--- src/rtl/serial_word_transmitter.sv ---
// -----------------------------------------------------------------------------
// serial_word_transmitter
//
// Buffered UART transmitter. Words of WORD_BYTES bytes, each with a per-byte
// valid mask, are queued in a FIFO_DEPTH-entry word FIFO. The transmitter pops
// one word at a time and sends each enabled byte LSB-first as an 8N1/8N2 frame
// (8E1/8E2 when parity is compiled in). Disabled bytes are skipped at a cost
// of one cycle each.
//
// Configuration macro:
//   SERIAL_TX_PARITY_EN  - when defined, an even-parity bit follows the eight
//                          data bits of every frame.
//
// Parameters:
//   FREQ        system clock frequency in Hz
//   RATE        baud rate; BITLENGTH = FREQ/RATE clocks per bit (>= 2)
//   WORD_BYTES  bytes per word (1..8)
//   FIFO_DEPTH  word FIFO depth (power of two, 2..16)
//   STOP_BITS   stop bits per frame (1 or 2)
//
// Ports:
//   clock       in   system clock, rising edge
//   extReset_n  in   asynchronous active-low reset
//   send        in   push strobe, one word per high cycle
//   send_data   in   word, byte k at [8k+7:8k]
//   send_valid  in   per-byte enable
//   tx          out  serial line, idle high (registered)
//   busy        out  FIFO non-empty or transmitter active (registered)
//   full        out  FIFO holds FIFO_DEPTH words (registered)
//   overflow    out  one-cycle pulse after a dropped push (registered)
// -----------------------------------------------------------------------------
module serial_word_transmitter #(
    parameter int FREQ       = 100000000,
    parameter int RATE       = 115200,
    parameter int WORD_BYTES = 4,
    parameter int FIFO_DEPTH = 4,
    parameter int STOP_BITS  = 1
) (
    input  logic                      clock,
    input  logic                      extReset_n,
    input  logic                      send,
    input  logic [8*WORD_BYTES-1:0]   send_data,
    input  logic [WORD_BYTES-1:0]     send_valid,
    output logic                      tx,
    output logic                      busy,
    output logic                      full,
    output logic                      overflow
);

    localparam int BITLENGTH = FREQ / RATE;
    localparam int BCNT_W    = $clog2(BITLENGTH);
    localparam int IDX_W     = (WORD_BYTES > 1) ? $clog2(WORD_BYTES) : 1;
    localparam int PTR_W     = $clog2(FIFO_DEPTH);
    localparam int CNT_W     = $clog2(FIFO_DEPTH + 1);
    localparam int ENT_W     = 9 * WORD_BYTES;

    typedef enum logic [2:0] {
        S_IDLE   = 3'd0,
        S_LOAD   = 3'd1,
        S_SCAN   = 3'd2,
        S_START  = 3'd3,
        S_DATA   = 3'd4,
`ifdef SERIAL_TX_PARITY_EN
        S_PARITY = 3'd5,
`endif
        S_STOP   = 3'd6
    } state_t;

`ifdef SERIAL_TX_PARITY_EN
    // Even parity of one data byte.
    function automatic logic even_parity(input logic [7:0] b);
        return ^b;
    endfunction
`endif

    // FIFO storage and bookkeeping
    logic [ENT_W-1:0]       mem_q [FIFO_DEPTH];
    logic [PTR_W-1:0]       rd_ptr_q, rd_ptr_d;
    logic [PTR_W-1:0]       wr_ptr_q, wr_ptr_d;
    logic [CNT_W-1:0]       count_q, count_d;
    logic                   push_s, pop_s;

    // Transmit engine
    state_t                 state_q, state_d;
    logic [WORD_BYTES-1:0]  hold_valid_q, hold_valid_d;
    logic [8*WORD_BYTES-1:0] hold_data_q, hold_data_d;
    logic [IDX_W-1:0]       idx_q, idx_d;
    logic [7:0]             shift_q, shift_d;
    logic [BCNT_W-1:0]      bit_cnt_q, bit_cnt_d;
    logic [2:0]             bitn_q, bitn_d;
    logic                   stop_n_q, stop_n_d;
`ifdef SERIAL_TX_PARITY_EN
    logic                   parity_q, parity_d;
`endif

    // Registered outputs
    logic                   tx_q, tx_d;
    logic                   busy_q, busy_d;
    logic                   full_q, full_d;
    logic                   overflow_q, overflow_d;

    // Derived conditions
    logic                   bit_end_s;
    logic                   bit_state_s;
    logic                   byte_en_s;
    logic                   idx_last_s;
    logic                   stop_last_s;
    logic                   more_valid_s;

    assign tx       = tx_q;
    assign busy     = busy_q;
    assign full     = full_q;
    assign overflow = overflow_q;

    // Condition decode shared by the FSM and datapath.
    always_comb begin
        push_s      = send & ~full_q;
        pop_s       = (state_q == S_IDLE) && (count_q != {CNT_W{1'b0}});
        bit_end_s   = (bit_cnt_q == BCNT_W'(BITLENGTH - 1));
        byte_en_s   = hold_valid_q[idx_q];
        idx_last_s  = (idx_q == IDX_W'(WORD_BYTES - 1));
        stop_last_s = (stop_n_q == 1'(STOP_BITS - 1));
        // Any enabled byte above the current one decides SCAN vs IDLE after STOP.
        more_valid_s = 1'b0;
        for (int k = 0; k < WORD_BYTES; k++) begin
            more_valid_s = more_valid_s | ((k > int'(idx_q)) & hold_valid_q[k]);
        end
        case (state_q)
            S_START, S_DATA,
`ifdef SERIAL_TX_PARITY_EN
            S_PARITY,
`endif
            S_STOP:  bit_state_s = 1'b1;
            default: bit_state_s = 1'b0;
        endcase
    end

    // FSM state register.
    always_ff @(posedge clock or negedge extReset_n) begin
        if (!extReset_n) begin
            state_q <= S_IDLE;
        end else begin
            state_q <= state_d;
        end
    end

    // FSM next-state logic.
    always_comb begin
        state_d = state_q;
        case (state_q)
            S_IDLE: begin
                if (pop_s) state_d = S_LOAD;
                else       state_d = S_IDLE;
            end
            S_LOAD: state_d = S_SCAN;
            S_SCAN: begin
                if (byte_en_s)       state_d = S_START;
                else if (idx_last_s) state_d = S_IDLE;
                else                 state_d = S_SCAN;
            end
            S_START: begin
                if (bit_end_s) state_d = S_DATA;
                else           state_d = S_START;
            end
            S_DATA: begin
                if (bit_end_s && (bitn_q == 3'd7)) begin
`ifdef SERIAL_TX_PARITY_EN
                    state_d = S_PARITY;
`else
                    state_d = S_STOP;
`endif
                end else begin
                    state_d = S_DATA;
                end
            end
`ifdef SERIAL_TX_PARITY_EN
            S_PARITY: begin
                if (bit_end_s) state_d = S_STOP;
                else           state_d = S_PARITY;
            end
`endif
            S_STOP: begin
                if (bit_end_s && stop_last_s) begin
                    if (more_valid_s) state_d = S_SCAN;
                    else              state_d = S_IDLE;
                end else begin
                    state_d = S_STOP;
                end
            end
            default: state_d = S_IDLE;
        endcase
    end

    // Datapath next values: FIFO pointers, holding word, byte index, bit timing.
    always_comb begin
        rd_ptr_d     = rd_ptr_q;
        wr_ptr_d     = wr_ptr_q;
        count_d      = count_q + CNT_W'(push_s) - CNT_W'(pop_s);
        hold_valid_d = hold_valid_q;
        hold_data_d  = hold_data_q;
        idx_d        = idx_q;
        shift_d      = shift_q;
        bit_cnt_d    = {BCNT_W{1'b0}};
        bitn_d       = bitn_q;
        stop_n_d     = stop_n_q;
`ifdef SERIAL_TX_PARITY_EN
        parity_d     = parity_q;
`endif

        if (push_s) wr_ptr_d = wr_ptr_q + 1'b1;
        else        wr_ptr_d = wr_ptr_q;

        if (pop_s) begin
            rd_ptr_d     = rd_ptr_q + 1'b1;
            hold_data_d  = mem_q[rd_ptr_q][8*WORD_BYTES-1:0];
            hold_valid_d = mem_q[rd_ptr_q][ENT_W-1:8*WORD_BYTES];
        end else begin
            rd_ptr_d     = rd_ptr_q;
        end

        // Bit period counter restarts at every bit boundary and idles at zero.
        if (bit_state_s && !bit_end_s) bit_cnt_d = bit_cnt_q + 1'b1;
        else                           bit_cnt_d = {BCNT_W{1'b0}};

        if (state_q != S_DATA)  bitn_d = 3'd0;
        else if (bit_end_s)     bitn_d = bitn_q + 3'd1;
        else                    bitn_d = bitn_q;

        if (state_q != S_STOP)  stop_n_d = 1'b0;
        else if (bit_end_s)     stop_n_d = stop_n_q + 1'b1;
        else                    stop_n_d = stop_n_q;

        case (state_q)
            S_IDLE: idx_d = {IDX_W{1'b0}};
            S_SCAN: begin
                if (byte_en_s) begin
                    shift_d = hold_data_q[8*idx_q +: 8];
`ifdef SERIAL_TX_PARITY_EN
                    parity_d = even_parity(hold_data_q[8*idx_q +: 8]);
`endif
                end else if (!idx_last_s) begin
                    idx_d = idx_q + 1'b1;
                end else begin
                    idx_d = {IDX_W{1'b0}};
                end
            end
            S_DATA: begin
                if (bit_end_s) shift_d = {1'b0, shift_q[7:1]};
                else           shift_d = shift_q;
            end
            S_STOP: begin
                if (bit_end_s && stop_last_s && more_valid_s) idx_d = idx_q + 1'b1;
                else                                           idx_d = idx_q;
            end
            default: idx_d = idx_q;
        endcase
    end

    // FSM output logic: registered outputs follow the next state.
    always_comb begin
        case (state_d)
            S_START:  tx_d = 1'b0;
            S_DATA:   tx_d = shift_d[0];
`ifdef SERIAL_TX_PARITY_EN
            S_PARITY: tx_d = parity_d;
`endif
            default:  tx_d = 1'b1;
        endcase
        busy_d     = (count_d != {CNT_W{1'b0}}) || (state_d != S_IDLE);
        full_d     = (count_d == CNT_W'(FIFO_DEPTH));
        overflow_d = send & full_q;
    end

    // FIFO storage write; contents need no reset.
    always_ff @(posedge clock) begin
        if (push_s) begin
            mem_q[wr_ptr_q] <= {send_valid, send_data};
        end
    end

    // Datapath and output registers.
    always_ff @(posedge clock or negedge extReset_n) begin
        if (!extReset_n) begin
            rd_ptr_q     <= {PTR_W{1'b0}};
            wr_ptr_q     <= {PTR_W{1'b0}};
            count_q      <= {CNT_W{1'b0}};
            hold_valid_q <= {WORD_BYTES{1'b0}};
            hold_data_q  <= {(8*WORD_BYTES){1'b0}};
            idx_q        <= {IDX_W{1'b0}};
            shift_q      <= 8'h00;
            bit_cnt_q    <= {BCNT_W{1'b0}};
            bitn_q       <= 3'd0;
            stop_n_q     <= 1'b0;
`ifdef SERIAL_TX_PARITY_EN
            parity_q     <= 1'b0;
`endif
            tx_q         <= 1'b1;
            busy_q       <= 1'b0;
            full_q       <= 1'b0;
            overflow_q   <= 1'b0;
        end else begin
            rd_ptr_q     <= rd_ptr_d;
            wr_ptr_q     <= wr_ptr_d;
            count_q      <= count_d;
            hold_valid_q <= hold_valid_d;
            hold_data_q  <= hold_data_d;
            idx_q        <= idx_d;
            shift_q      <= shift_d;
            bit_cnt_q    <= bit_cnt_d;
            bitn_q       <= bitn_d;
            stop_n_q     <= stop_n_d;
`ifdef SERIAL_TX_PARITY_EN
            parity_q     <= parity_d;
`endif
            tx_q         <= tx_d;
            busy_q       <= busy_d;
            full_q       <= full_d;
            overflow_q   <= overflow_d;
        end
    end

endmodule

--- config.mk ---
export PLATFORM = sky130hd
export DESIGN_NAME = serial_word_transmitter
export DESIGN_NICKNAME = d
export VERILOG_FILES = /design/src/rtl/serial_word_transmitter.sv
export SDC_FILE = /design/constraint.sdc
export NUM_CORES = 1
export LEC_CHECK = 0
export BUFFER_PORTS_ARGS = -buffer_cell sky130_fd_sc_hd__buf_2
export CORE_ASPECT_RATIO = 1.4
export CORE_UTILIZATION = 40
export DETAILED_ROUTE_END_ITERATION = 12
export PLACE_DENSITY = 0.55
export SYNTH_ARGS = -nofsm -noshare
export SYNTH_HDL_FRONTEND = slang
export SYNTH_SLANG_ARGS = --single-unit
--- constraint.sdc ---
create_clock -name clock -period 3.1 [get_ports clock]
set_input_delay 0.155 -clock clock [delete_from_list [all_inputs] [get_ports clock]]
set_output_delay 0.155 -clock clock [all_outputs]
set_load 0.05 [all_outputs]
==> flow_summary.json <==
{
  "outcome": "finished, final reports clean",
  "cts_setup_buffers": 0,
  "cts_made_buffers": 22,
  "initial_utilization_pct": 40.9,
  "multi_input_area_mm2": 0.00236,
  "avgSynthCellArea_um2": 19.1,
  "grt_overflow": 0,
  "arrival_ns": 2.84,
  "async_reset_ff_share_pct": 33.9,
  "drv_cap": 0,
  "r2r_slack_ns": 0.65,
  "route.antenna.remaining_nets": 0,
  "slew_violations": 0,
  "highest_layer": "met4",
  "drive_gt1_share_pct": 31.2,
  "rsz0062_at_grt": "false",
  "power.static_leakage_nw": 3.83,
  "diodes": 0,
  "synth_top_area_cell": "edfxtp_1",
  "seq_power_share_pct": 46.2,
  "syn_area_mm2": 0.00867,
  "critPathRequiredTime_ns": 3.49,
  "place_congestion": 0.758,
  "combPwrFrac_pct": 27.4,
  "cellPowerDensity_mw_per_mm2": 919,
  "fin_crit_sh_pct": 79.1,
  "final_common_cell": "edfxtp_1",
  "die-area_mm2": 0.0223,
  "layout_common_cells": "edfxtp_1, dfrtp_1, mux4_2",
  "period_minus_slack_ns": 2.45,
  "skew_ns": 0.00934,
  "hold_path_class": "primary input to asynchronous set/reset pin",
  "post-route-drc-count": 0,
  "slew_headroom_pct": 35.1,
  "std_cell_rows": 63,
  "cp_max_fo": 8,
  "antenna_found_initial": 0,
  "synth_cell_types": 45,
  "vdd_drop_max_uv": 564,
  "tightestPinTransition_ns": 0.974,
  "dr_total_vias": 4232,
  "track_usage_pct": 15.1,
  "ys.flop_type": "edfxtp_1",
  "ys_ff_latch": 218,
  "netlist.area_leader.share_pct": 49.9,
  "setup_viol": 0,
  "die_w_um": 126,
  "syn_inst": 453,
  "m1WireLength_mm": 6.47,
  "route.met2.wl_mm": 8.62,
  "fin_cells": 821,
  "drt-pass1-iter-count": 4,
  "routed_via_density": 5.15,
  "drtIter0Drc": 194,
  "synth_edf_count": 144,
  "cts_sinks": 218,
  "h-tree-depth": 1,
  "critPathLaunchType": "flop",
  "die_h_um": 176,
  "final_util_pct": 48.4,
  "insertion_delay_ns": 0.49,
  "synth_nets": 505,
  "p_sw_mw": 2.69,
  "fmax_ghz": 0.408,
  "placedCellCount": 743,
  "cts-resized-gates": 0,
  "pwr-share-clk_pct": 26.4,
  "first_global_vias": 4681,
  "final.fill_count": 1784,
  "clk_pin_slew_ns": 0.06,
  "post-dp-hpwl_mm": 9.57,
  "regArea_mm2": 0.00618,
  "grt_max_degree": 75,
  "dr_wl_met3_um": 448,
  "top_level_ports": 43,
  "core_mm2": 0.0212,
  "swShare_pct": 28.5,
  "p_int_mw": 6.75,
  "nets": 597,
  "grt_pass1_wl_mm": 25.5,
  "ys_seq_area_share_pct": 71.3,
  "clk_path_buf_depth": 3,
  "worstSetupPathType": "flop to flop",
  "cts_tree": "done",
  "finalHoldViolCount": 0,
  "syn_to_final_growth_pct": 18.5,
  "worstSetupEndpointType": "flop",
  "yosysWarningCount": 0,
  "hold_ws_ns": 0.336,
  "wl_mm": 15.8,
  "portBuffers": 42,
  "avgRoutedWirePerCell_um": 19.2,
  "cts-root-buf": "clkbuf_16",
  "synth_area_leaders": "edfxtp_1, dfrtp_1, mux4_2",
  "tns_ns": 0
}
area by class of cell:
| type | instances | share of cell area (%) |
|---|---|---|
| clock buffer | 34 | 6.10 |
| timing repair buffer | 88 | 6.60 |
| multi-input combinational | 203 | 23.0 |
| clock inverter | 6 | 0.524 |
| inverter | 12 | 0.438 |
| tap | 260 | 3.17 |
| sequential | 218 | 60.1 |
layer usage:
layer  vias to the layer above  global-route usage (%)
met5                         -                       0
met4                         0                    4.07
met3                        20                    2.33
met2                        60                    28.1
met1                      2200                    17.9
li1                       1952                       -
sequential cells by signal (all words and copies together), names as in the netlist:
signal,flops
overflow,1
idx_q,2
bitn_q,3
busy,1
hold_valid_q,4
state_q,3
full,1
count_q,3
shift_q,8
wr_ptr_q,2
mem_q,144
bit_cnt_q,10
tx,1
hold_data_q,32
stop_n_q,1
rd_ptr_q,2
per-stage QoR:
step / area, um2 / worst slack (ns) / power, mW
floorplan: 8670 / 0.324 / 6.23
global placement: 9210 / 0.729 / 6.97
detailed placement: 9210 / 0.661 / 7.06
CTS: 10300 / 0.641 / 9.63
global route: 10300 / 0.481 / 9.98
finish: 10300 / 0.648 / 9.44
Yosys cell counts (all sizes together), types with 4 or more instances:
master	instances
edfxtp	144
dfrtp	73
mux4	45
mux2	36
nor2	15
ha	12
inv	12
nand2	12
buf	10
clkbuf	10
xnor2	8
a21o	7
a22o	7
xor2	7
and2	6
nand3	5
mux2i	4
nor2b	4
kinds of logic after synthesis:
family                     synth area share (%)
AOI/OAI and AO/OA                          2.42
adders and majority gates                  1.96
xor gates and xnor gates                   1.52
and+or+nand+nor                            4.42
buffers and inverters                      1.59
muxes                                      16.8
DFF                                        71.3
worst paths after layout:
path,endpoint,start,cells after the start
max,full,full,9
min,overflow,extReset_n,2
max reg2reg,full,full,9
min reg2reg,bit_cnt_q[0],bit_cnt_q[0],1
max in group asynchronous,rd_ptr_q[0],extReset_n,2
min in group clock,mem_q[0][28],send_data[28],2
what timing repair did:
item	in CTS	in global routing
endpoints found under the setup margin	0	0
hold buffers	38	0
hold endpoints to repair	218	0
power by group through the flow:
stage / registers, mW / logic, mW / clock network (mW)
global placement: 4.40 / 2.57 / 0
CTS: 4.38 / 2.66 / 2.58
finish: 4.36 / 2.58 / 2.50
global route: 4.46 / 2.84 / 2.68
floorplan: 4.21 / 2.02 / 0
detailed placement: 4.44 / 2.62 / 0
critical path, cell delays in order, from the launching register on:
cell	delay, ns
dfrtp_1	0.38
nor2b_1	0.37
inv_1	0.09
ha_1	0.29
inv_1	0.04
ha_1	0.18
fa_1	0.38
xnor2_1	0.19
xnor2_1	0.18
nor3b_1	0.26
Note: power is estimated with default switching activity, not from simulation.
